File: src/rtl/apogee_mem_pkg.sv
// ============================================================================
//  Module      : apogee_mem_pkg
//  Description : Shared types and constants for the main-RAM port A arbiter.
//  Revision    : 1.0 - initial release
// ============================================================================
`default_nettype none

package apogee_mem_pkg;

   localparam int RAM_ADDR_W  = 16;
   localparam int LD_BANK_MSB = 24;
   localparam int LD_BANK_LSB = 16;

   typedef enum logic [2:0] {
      IDLE   = 3'd0,
      CLEAR  = 3'd1,
      LOAD   = 3'd2,
      CPU_WR = 3'd3,
      CPU_RD = 3'd4
   } arb_state_t;

   // Loader bytes outside bank 0 do not belong to main RAM and are discarded.
   function automatic logic ld_in_bank0(input logic [LD_BANK_MSB:0] addr);
      return (addr[LD_BANK_MSB:LD_BANK_LSB] == '0);
   endfunction

endpackage

`default_nettype wire

File: src/rtl/ram_clear_engine.sv
// ============================================================================
//  Module      : ram_clear_engine
//  Description : Address sweep counter and busy flag for the RAM clear pass.
//  Revision    : 1.0 - initial release
// ============================================================================
`default_nettype none

module ram_clear_engine
   import apogee_mem_pkg::*;
#(
   parameter int                ADDR_W = RAM_ADDR_W,
   parameter logic [ADDR_W-1:0] LAST   = {ADDR_W{1'b1}}
)(
   input  logic              clk_sys,
   input  logic              reset,
   input  logic              start_i,
   input  logic              advance_i,
   output logic              busy_o,
   output logic              done_o,
   output logic [ADDR_W-1:0] addr_o
);

   logic              busy_q, busy_d;
   logic [ADDR_W-1:0] cnt_q, cnt_d;

   always_comb begin
      busy_d = busy_q;
      cnt_d  = cnt_q;
      done_o = busy_q & advance_i & (cnt_q == LAST);
      if (start_i) begin
         busy_d = 1'b1;
         cnt_d  = '0;
      end else if (busy_q && advance_i) begin
         if (cnt_q == LAST) begin
            busy_d = 1'b0;
            cnt_d  = '0;
         end else begin
            cnt_d = cnt_q + 1'b1;
         end
      end
   end

   always_ff @(posedge clk_sys) begin
      if (reset) begin
         busy_q <= 1'b0;
         cnt_q  <= '0;
      end else begin
         busy_q <= busy_d;
         cnt_q  <= cnt_d;
      end
   end

   assign busy_o = busy_q;
   assign addr_o = cnt_q;

endmodule

`default_nettype wire

File: src/rtl/ram_port_arbiter.sv
// ============================================================================
//  Module      : ram_port_arbiter
//  Description : Shares main-RAM port A between clear engine, loader and CPU.
//                Optional CPU write protection window under RAM_WP_EN.
//  Revision    : 1.0 - initial release
// ============================================================================
`default_nettype none

module ram_port_arbiter
   import apogee_mem_pkg::*;
#(
   parameter int                ADDR_W     = RAM_ADDR_W,
   parameter logic [7:0]        CLEAR_VAL  = 8'h00,
   parameter logic [ADDR_W-1:0] CLEAR_LAST = {ADDR_W{1'b1}}
)(
   input  logic                   clk_sys,
   input  logic                   reset,
   input  logic                   clr_start,
   output logic                   clr_busy,
   input  logic                   ld_wr,
   input  logic [LD_BANK_MSB:0]   ld_addr,
   input  logic [7:0]             ld_din,
   output logic                   ld_wait,
   input  logic                   cpu_req,
   input  logic                   cpu_we,
   input  logic [ADDR_W-1:0]      cpu_addr,
   input  logic [7:0]             cpu_din,
`ifdef RAM_WP_EN
   input  logic [ADDR_W-1:0]      wp_lo,
   input  logic [ADDR_W-1:0]      wp_hi,
`endif
   output logic [7:0]             cpu_dout,
   output logic                   cpu_ready,
   output logic [ADDR_W-1:0]      ram_addr,
   output logic [7:0]             ram_din,
   output logic                   ram_we,
   input  logic [7:0]             ram_dout
);

   arb_state_t        state_q, state_d;
   logic              rd_phase_q, rd_phase_d;
   logic              clr_pend_q, clr_pend_d;
   logic              ld_full_q, ld_full_d;
   logic [ADDR_W-1:0] ld_addr_q, ld_addr_d;
   logic [7:0]        ld_din_q, ld_din_d;
   logic [7:0]        cpu_dout_q, cpu_dout_d;

   logic              ld_accept;
   logic              clr_go;
   logic              clr_kick;
   logic              clr_advance;
   logic              clr_done;
   logic [ADDR_W-1:0] clr_addr;
   logic              wp_block;

   ram_clear_engine #(
      .ADDR_W (ADDR_W),
      .LAST   (CLEAR_LAST)
   ) u_clear (
      .clk_sys   (clk_sys),
      .reset     (reset),
      .start_i   (clr_kick),
      .advance_i (clr_advance),
      .busy_o    (clr_busy),
      .done_o    (clr_done),
      .addr_o    (clr_addr)
   );

`ifdef RAM_WP_EN
   assign wp_block = (cpu_addr >= wp_lo) && (cpu_addr <= wp_hi);
`else
   assign wp_block = 1'b0;
`endif

   assign ld_accept = ld_wr & ~ld_full_q & ld_in_bank0(ld_addr);
   assign clr_go    = clr_start | clr_pend_q;
   assign ld_wait   = ld_full_q;

   // The read byte is forwarded in its completion cycle, then held.
   assign cpu_dout  = (state_q == CPU_RD && rd_phase_q) ? ram_dout : cpu_dout_q;

   always_comb begin
      ld_full_d  = ld_full_q;
      ld_addr_d  = ld_addr_q;
      ld_din_d   = ld_din_q;
      clr_pend_d = clr_pend_q;
      if (state_q == LOAD) begin
         ld_full_d = 1'b0;
      end
      if (ld_accept) begin
         ld_full_d = 1'b1;
         ld_addr_d = ld_addr[ADDR_W-1:0];
         ld_din_d  = ld_din;
      end
      if (clr_start && state_q != CLEAR) begin
         clr_pend_d = 1'b1;
      end
      if (clr_kick) begin
         clr_pend_d = 1'b0;
      end
   end

   always_comb begin
      state_d     = state_q;
      rd_phase_d  = 1'b0;
      clr_kick    = 1'b0;
      clr_advance = 1'b0;
      ram_addr    = '0;
      ram_din     = '0;
      ram_we      = 1'b0;
      cpu_ready   = 1'b0;
      cpu_dout_d  = cpu_dout_q;
      case (state_q)
         IDLE: begin
            if (clr_go) begin
               state_d  = CLEAR;
               clr_kick = 1'b1;
            end else if (ld_full_q || ld_accept) begin
               state_d = LOAD;
            end else if (cpu_req) begin
               state_d = cpu_we ? CPU_WR : CPU_RD;
            end
         end
         CLEAR: begin
            ram_addr    = clr_addr;
            ram_din     = CLEAR_VAL;
            ram_we      = 1'b1;
            clr_advance = 1'b1;
            if (clr_done) begin
               state_d = IDLE;
            end
         end
         LOAD: begin
            ram_addr = ld_addr_q;
            ram_din  = ld_din_q;
            ram_we   = 1'b1;
            state_d  = IDLE;
         end
         CPU_WR: begin
            ram_addr  = cpu_addr;
            ram_din   = cpu_din;
            ram_we    = ~wp_block;
            cpu_ready = 1'b1;
            state_d   = IDLE;
         end
         CPU_RD: begin
            ram_addr = cpu_addr;
            if (!rd_phase_q) begin
               rd_phase_d = 1'b1;
            end else begin
               cpu_ready  = 1'b1;
               cpu_dout_d = ram_dout;
               state_d    = IDLE;
            end
         end
         default: begin
            state_d = IDLE;
         end
      endcase
   end

   always_ff @(posedge clk_sys) begin
      if (reset) begin
         state_q    <= IDLE;
         rd_phase_q <= 1'b0;
         clr_pend_q <= 1'b0;
         ld_full_q  <= 1'b0;
         ld_addr_q  <= '0;
         ld_din_q   <= '0;
         cpu_dout_q <= '0;
      end else begin
         state_q    <= state_d;
         rd_phase_q <= rd_phase_d;
         clr_pend_q <= clr_pend_d;
         ld_full_q  <= ld_full_d;
         ld_addr_q  <= ld_addr_d;
         ld_din_q   <= ld_din_d;
         cpu_dout_q <= cpu_dout_d;
      end
   end

endmodule

`default_nettype wire

File: config.mk
export PLATFORM = sky130hd
export DESIGN_NAME = ram_port_arbiter
export DESIGN_NICKNAME = d
export VERILOG_FILES = /design/src/rtl/apogee_mem_pkg.sv /design/src/rtl/ram_clear_engine.sv /design/src/rtl/ram_port_arbiter.sv
export SDC_FILE = /design/constraint.sdc
export NUM_CORES = 1
export LEC_CHECK = 0
export ABC_CLOCK_PERIOD_IN_PS = 1870
export CORE_MARGIN = 2
export CORE_UTILIZATION = 24
export CTS_CLUSTER_SIZE = 24
export DETAILED_ROUTE_END_ITERATION = 10
export PLACE_DENSITY = 0.53
export REMOVE_ABC_BUFFERS = 1
export SYNTH_ARGS = -nofsm -noshare
export SYNTH_HDL_FRONTEND = slang
export SYNTH_SLANG_ARGS = --single-unit
export TNS_END_PERCENT = 30
File: constraint.sdc
create_clock -name clk_sys -period 1.87 [get_ports clk_sys]
set_input_delay 0.374 -clock clk_sys [delete_from_list [all_inputs] [get_ports clk_sys]]
set_output_delay 0.374 -clock clk_sys [all_outputs]
set_load 0.01 [all_outputs]
After elaboration in Yosys (flattened, before gate mapping)

Index checks and enable logic that the tools add are counted.

Bits in latches: 0
Memories: 0
Word-level logic and storage cells: 65
Bits in writable memories: 0
Input bits: 71
Memory bits (read-only): 0
Register bits: 55

Reductions and logical operators: 16
Multiplexer cells: 23
Add/subtract/negate cells: 1
Eq/ne operators: 9
Shifts and indexed selects: 0
Multiply operators: 0
$lt $le $gt $ge: 0
Bitwise gates (word level): 7
Div/mod/pow operators: 0

Operator list:

| cell                    | count |
|---|---|
| $pmux W16 S3            | 1 |
| $mux W3                 | 6 |
| $add A16 B1 Y16 const B | 1 |
| $eq A16 B16 Y1 const B  | 1 |
| $mux W16                | 1 |
| $pmux W8 S2             | 1 |
| $mux W1                 | 11 |
| $logic_not A9 Y1        | 1 |
| $pmux W3 S3             | 1 |
| $mux W8                 | 1 |
| $eq A3 B2 Y1 const B    | 2 |
| $reduce_bool A2 Y1      | 3 |
| $reduce_or A2 Y1        | 3 |
| $and A1 B1 Y1           | 4 |
| $ne A2 B2 Y1 const B    | 2 |
| $ne A4 B4 Y1 const B    | 1 |
| $reduce_and A2 Y1       | 2 |
| $eq A3 B1 Y1 const B    | 1 |
| $eq A3 B3 Y1 const B    | 1 |
| $logic_and A1 B1 Y1     | 3 |
| $logic_not A3 Y1        | 1 |
| $ne A3 B1 Y1 const B    | 1 |
| $reduce_and A3 Y1       | 1 |
| $reduce_or A3 Y1        | 1 |
| other kinds (4)         | 5 |

Depth between registers and ports, before layout

Gate-level depths: netlist of run 1.

Word-level depth: 7
Gate-level depth with buffers: 7
Depth with buffers taken out: 5

Cells and area by module

Synthesis of run 1 repeated with hierarchy kept, for this count alone.

Cells, all modules: 360
Area total of the unflattened synthesis: 3054.2 um2

Modules (own cells, without submodules):

| module           | area an instance (um2) | instances | cells each | seq. area each (um2) |
|---|---|---|---|---|
| ram_port_arbiter | 2198.4                 | 1         | 268        | 760.7 |
| ram_clear_engine | 855.8                  | 1         | 92         | 340.3 |

Worst setup path before layout of run 1

Ideal clock, no wire load.

Path type: reg2out
Start point: register state_q[0]
End point: output port ram_addr[0]
Required time: 1.496 ns
Data arrival time: 1.456 ns
Slack: 0.040 ns
Cell stages (with the launch flop): 7
Path through: dfxtp_1 > buf_2 > nor2b_1 > buf_2 > buf_2 > a22oi_1 > o21ai_0

Longest elaborated chain between the ends: 3

Ends and longest elaborated chain:

| what                                                | RTL line                | source |
|---|---|---|
| from (decl)                                         | ram_port_arbiter.sv:40  | `arb_state_t state_q, state_d;` |
| from (signal assigned)                              | ram_port_arbiter.sv:172 | `state_q <= state_d;` |
| $eq A3 B3 Y1 / $eq A3 B2 Y1 (equally long branches) | ram_port_arbiter.sv:113 | `case (state_q)` |
| $reduce_or A2 Y1 (no line)                          | -                       |  |
| $pmux W16 S3 (*)                                    | ram_port_arbiter.sv:113 |  |
| to (decl)                                           | ram_port_arbiter.sv:34  | `output logic [ADDR_W-1:0] ram_addr,` |

Mark *: on every way between the ends. The rest lies on a longest branch, timed or not.

Worst setup path in the final report of run 1

Start point: register state_q[0]
End point: output port ram_addr[15]

The elaborated chain is that of the path after synthesis.

==> results.toml, run 1 <==
[run_status]
status = "finished, violations left"
violations = "negative setup slack"

[yosys]
synthCells = 324
syn_avg_cell_area_um2 = 8.93
synth_seq_area_share_pct = 38.1
synth_simple_gate_area_share_pct = 20.8
synth_warnings = 0
synth_xor_xnor_area_share_pct = 2.42
synth_fa_ha_area_share_pct = 0.433
synth-seq-cells = 55
synth_area_um2 = 2890
synth_top_family_by_area = "simple AND/OR/NAND/NOR gates"
synth_compound_area_share_pct = 13.3
synth_cell_type_count = 41
synth.area.mux_share_pct = 20.8

[worst_setup_path]
cp.required_ps = 1500
worstRegToRegCells = 6
start_kind = "flop"
critPathKind = "reg2out"
critPathCaptureType = "output pin"
path_max_fanout = 8
critical_path_arrival_ps = 1660

[detailed_routing]
drt-vias-per-instance = 4.64
first_iter_violations = 58
antenna_left = 0
drcViolationCount = 0
num_vias = 2791
firstDrtPassIters = 4
routed_wl_um = 8680
wl_per_cell_um = 14.4

[sta]
post-route-min-period_ps = 2030
slew_headroom_pct = 78.1
tns_ps = -2580
hold_ws_ps = 499
worst_slew_pin_slew_ps = 324
period_share_pct = 109
finClkSkew_ps = 5.55
fin_ws_ps = -165
finalHoldViolCount = 0
setup_viol = 25
rsz0062_at_grt = "true"
maxSlewViolCount = 0
fmax_mhz = 492

[place]
place_hpwl_um = 6200
gp_congestion = 0.716
dpl.cell_count = 586
io_buffers = 106

[worst_hold_path]
min_path_type = "reg2reg"
hold_depth = 2

[global_routing]
track_usage_pct = 13.4
antenna_found_initial = 0
grt_pass1_vias = 2752
overflow = 0
grt_pass1_wl_um = 13900
grt_max_degree = 23

[power_and_ir_drop]
ir_worst_vdd_mv = 0.446
p_leak_nw = 1.90
power.total_mw = 2.92
powerDensity_nw_per_um2 = 639

[layout]
post-route-util_pct = 38.4
nets = 525
fillers = 1233
diodes = 0
syn_to_final_growth_pct = 58.2
drive_gt1_share_pct = 28.9
regArea_um2 = 1110
finalNonFillerCells = 601
multi_input_area_um2 = 1800

[die]
initial_core_util_pct = 24.3
io_pins = 107
die-width_um = 114
dieArea_um2 = 12900
coreArea_um2 = 11900
rows = 40
die_h_um = 114

[clock_network]
clock-sinks = 55
clk_latency_ps = 290
hold_buffers = 0
clockRootBuffer = "clkbuf_16"
cts_buffers = 5
cts_max_path_buffers = 2
cts_tree = "built"
clk_pin_slew_ps = 70
cts-htree-levels = 2

[job]
cap_violations = 0
per-stage QoR:
| stage | area, um2 | setup slack [ps] |
|---|---|---|
| final | 4580 | -165 |
| after detailed placement | 4290 | -345 |
| after floorplan | 2790 | -771 |
| after CTS | 4510 | -211 |
| after global routing | 4580 | -234 |
| after global placement | 4290 | -357 |
registers in the layout, indices dropped and copies added, names as in the netlist, 3 cells and up:
signal and count:
ld_din_q 8, cpu_dout_q 8, u_clear.addr_o 16, state_q 3, ld_addr_q 16
final cells by class:
| class | instances | area share [%] |
|---|---|---|
| tap | 147 | 4.02 |
| clock inverter | 2 | 0.273 |
| inverter | 4 | 0.328 |
| sequential | 55 | 24.2 |
| clock buffer | 6 | 2.82 |
| timing repair buffer | 144 | 29.0 |
| multi-input combinational | 243 | 39.4 |
worst paths after layout:
check / startpoint / endpoint / slack [ps]
max: state_q[0]$_SDFFE_PP0P_ / ram_addr[15] / -160
min: ld_addr_q[9]$_SDFFE_PP0P_ / ld_addr_q[9]$_SDFFE_PP0P_ / 500
max reg2reg: state_q[1]$_SDFFE_PP0P_ / u_clear.addr_o[13]$_SDFFE_PP0P_ / 100
min reg2reg: ld_addr_q[9]$_SDFFE_PP0P_ / ld_addr_q[9]$_SDFFE_PP0P_ / 500
report_power, final:
group	internal (mW)	switching, mW
clock network	0.496	0.434
registers	1.19	0.0285
logic	0.442	0.332
total	2.13	0.795
what timing repair did:
action	CTS	global route
gates cloned	1	0
pin swaps	2	3
resized for setup	143	49
endpoints found under the setup margin	35	34
buffers inserted	4	3
kinds of logic (layout without fill, tap and decap cells):
kind of cell	Yosys count	after routing
AO/OA/AOI/OAI	59	59
XOR/XNOR	8	8
adder cells (fa/ha/maj)	1	1
buffers and inverters	26	156
flip-flops	55	55
multiplexers	57	57
AND/OR/NAND/NOR	118	118
metal layers:
| metal | share of wire [%] | GRT usage, % | vias to the layer above |
|---|---|---|---|
| met3 | 5.1 | 3.03 | 9 |
| met2 | 47 | 22.4 | 72 |
| met1 | 47 | 18.0 | 1296 |
| met4 | 1.1 | 2.76 | 0 |
| met5 | 0 | 0 | - |
| li1 | - | - | 1414 |
cells in the mapped netlist (all sizes together):
cell / number / share of area, %
nor4b: 1 / 0.30
or4b: 1 / 0.35
and3b: 1 / 0.30
or2: 1 / 0.22
nor3b: 3 / 0.95
nor2b: 2 / 0.43
xor2: 7 / 2.1
mux2: 24 / 9.3
mux2i: 33 / 11
dfxtp: 55 / 38
and3: 3 / 0.65
a31oi: 1 / 0.22
or3: 2 / 0.43
and4: 2 / 0.69
a21oi: 10 / 1.7
xnor2: 1 / 0.30
o31ai: 5 / 1.3
and2: 11 / 2.4
nor3: 2 / 0.35
buf: 14 / 2.6
nand3: 6 / 1.5
a21boi: 1 / 0.26
a311oi: 1 / 0.30
or4: 4 / 1.0
a22oi: 16 / 4.2
nand2: 24 / 3.1
nand4b: 1 / 0.30
o311ai: 2 / 1.1
nor2: 47 / 6.1
clkbuf: 8 / 1.0
nand4: 5 / 1.1
nor4: 1 / 0.22
ha: 1 / 0.43
a31o: 2 / 0.61
and4bb: 1 / 0.43
o21ai: 21 / 3.6
inv: 4 / 0.52
cells in the final DEF (no fill, tap or decap), types with 13 or more instances in the layout:
cell             netlist  layout
nand2_1               24      24
mux2_2                24      14
buf_2                 13      13
a22oi_2                0      14
buf_6                  1      17
mux2i_1               33      33
dfxtp_1               55      53
o21ai_1                0      13
buf_4                  0      25
clkdlybuf4s50_1        0      72
nor2_1                47      47
worst max-delay path: stages (launching register included):
cell     delay [ps]
dfxtp_4         430
buf_8           150
buf_4           110
mux2_2          330
a22oi_2         120
o21ai_1          80
buf_2           140
Power figures use the tool's default switching activity.
==> run 2, diff against run 1 <==
--- a/config.mk
+++ b/config.mk
@@ -6,10 +6,10 @@
 export NUM_CORES = 1
 export LEC_CHECK = 0
 export ABC_CLOCK_PERIOD_IN_PS = 1870
-export CORE_MARGIN = 2
 export CORE_UTILIZATION = 24
 export CTS_CLUSTER_SIZE = 24
 export DETAILED_ROUTE_END_ITERATION = 10
+export GPL_ROUTABILITY_DRIVEN = 0
 export PLACE_DENSITY = 0.53
 export REMOVE_ABC_BUFFERS = 1
 export SYNTH_ARGS = -nofsm -noshare
==> results.toml, run 2 (synthesis gave the netlist of run 1 again) <==
[run_status]
status = "finished, violations left"
violations = "design-rule violations, negative setup slack"

[die]
die-width_um = 112
die_h_um = 112
dieArea_um2 = 12500
coreArea_um2 = 11600
initial_core_util_pct = 25.0
rows = 39
io_pins = 107

[detailed_routing]
firstDrtPassIters = 9
drcViolationCount = 7
antenna_left = 0
wl_per_cell_um = 14.2
drt-vias-per-instance = 4.63
num_vias = 2769
first_iter_violations = 106
routed_wl_um = 8520

[layout]
final_common_cell = "clkdlybuf4s50_1"
drive_gt1_share_pct = 29.9
nets = 526
multi_input_area_um2 = 1860
fillers = 1175
syn_to_final_growth_pct = 58.9
regArea_um2 = 1110
mostFrequentLayoutCells = "clkdlybuf4s50_1, dfxtp_1, nor2_1"
diodes = 0

[job]
cap_violations = 0

[sta]
period_share_pct = 107
slew_headroom_pct = 76.5
maxSlewViolCount = 0
fmax_mhz = 502
tns_ps = -1410
worst_slew_pin_slew_ps = 350
rsz0062_at_grt = "true"
hold_ws_ps = 495
finalHoldViolCount = 0
post-route-min-period_ps = 1990
finClkSkew_ps = 3.84
setup_viol = 24
fin_ws_ps = -123

[worst_setup_path]
cp_cell_sequence = "nor3b_4, and2_4, buf_12, mux2_4, buf_6"
r2r_setup_slack_ps = 70
critPathCaptureType = "output pin"
cp.required_ps = 1500
path_max_fanout = 9
start_kind = "flop"
critPathKind = "reg2out"
max_stage_delay_ps = 390
cp.buffers_inverters = 2
cp_top_family = "flip-flops"
critical_path_arrival_ps = 1620
cp_slowest_cell = "dfxtp_4"

[clock_network]
clockRootBuffer = "clkbuf_16"
clk_latency_ps = 290
hold_buffers = 0
cts_tree = "built"
cts-htree-levels = 2
cts_max_path_buffers = 2
clock-sinks = 55
clk_pin_slew_ps = 70
cts_buffers = 5

[global_routing]
track_usage_pct = 14.0
grt_max_degree = 26
grt_pass1_wl_um = 14000
overflow = 0
antenna_found_initial = 0
grt_pass1_vias = 2869

[worst_hold_path]
min_path_type = "reg2reg"

[power_and_ir_drop]
powerDensity_nw_per_um2 = 635
ir_worst_vdd_mv = 0.352
power.total_mw = 2.92
p_leak_nw = 1.93

[place]
io_buffers = 106
place_hpwl_um = 6220
[run 2: layout make-up]
type | instances | area share [%]
inverters | 4 | 0.327
flip-flops and latches | 55 | 24.1
well taps | 143 | 3.89
clock buffers | 7 | 2.89
clock inverters | 1 | 0.109
multi-input cells | 243 | 40.4
repair buffers | 145 | 28.4
[run 2: timing repair]
item | 4_1_cts | 5_1_grt
setup buffers | 4 | 1
gates resized for setup | 173 | 36
pin swaps | 2 | 3
hold endpoints to repair | 0 | 0
setup endpoints to repair | 38 | 50
[run 2: metrics by stage]
step	worst slack, ps	cells	cell area, um2	util (%)
after floorplan	-771	302	2790	-
after detailed placement	-416	586	4310	37.2
final	-123	598	4600	39.7
after CTS	-180	597	4530	39.1
after global routing	-174	598	4600	39.7
after global placement	-453	586	4310	37.2
[run 2: worst paths after layout]
check | startpoint | to | depth (start not counted)
setup / recovery | state_q[0]$_SDFFE_PP0P_ | cpu_dout[2] | 5
hold / removal | ld_addr_q[9]$_SDFFE_PP0P_ | ld_addr_q[9]$_SDFFE_PP0P_ | 2
setup reg to reg | state_q[0]$_SDFFE_PP0P_ | u_clear.addr_o[10]$_SDFFE_PP0P_ | 7
hold reg to reg | ld_addr_q[9]$_SDFFE_PP0P_ | ld_addr_q[9]$_SDFFE_PP0P_ | 2
[run 2: per-layer routing]
| metal | GRT usage (%) | vias to the layer above | part of all wire [%] |
|---|---|---|---|
| met5 | 0 | - | 0 |
| met4 | 3.33 | 0 | 0.69 |
| met3 | 2.99 | 8 | 4.9 |
| met2 | 24.1 | 66 | 49 |
| met1 | 17.8 | 1284 | 46 |
| li1 | - | 1411 | - |
[run 2: tightest hold or removal path: cells and delay by family, from the launching register on]
family           cells  cell delay [ps]
flip-flops           1              320
multiplexers         1               70
AND/OR/NAND/NOR      1               70
[run 2: power by group]
group          total [mW]  switching, mW  internal [mW]
Clock               0.920          0.423          0.497
Combinational       0.779          0.328          0.451
Sequential           1.22         0.0293           1.19
==> run 3, diff against run 2 <==
--- a/config.mk
+++ b/config.mk
@@ -7,7 +7,6 @@
 export LEC_CHECK = 0
 export ABC_CLOCK_PERIOD_IN_PS = 1870
 export CORE_UTILIZATION = 24
-export CTS_CLUSTER_SIZE = 24
 export DETAILED_ROUTE_END_ITERATION = 10
 export GPL_ROUTABILITY_DRIVEN = 0
 export PLACE_DENSITY = 0.53
==> results of run 3 <==
The final DEF is identical to that of run 2; final timing and power are the same.
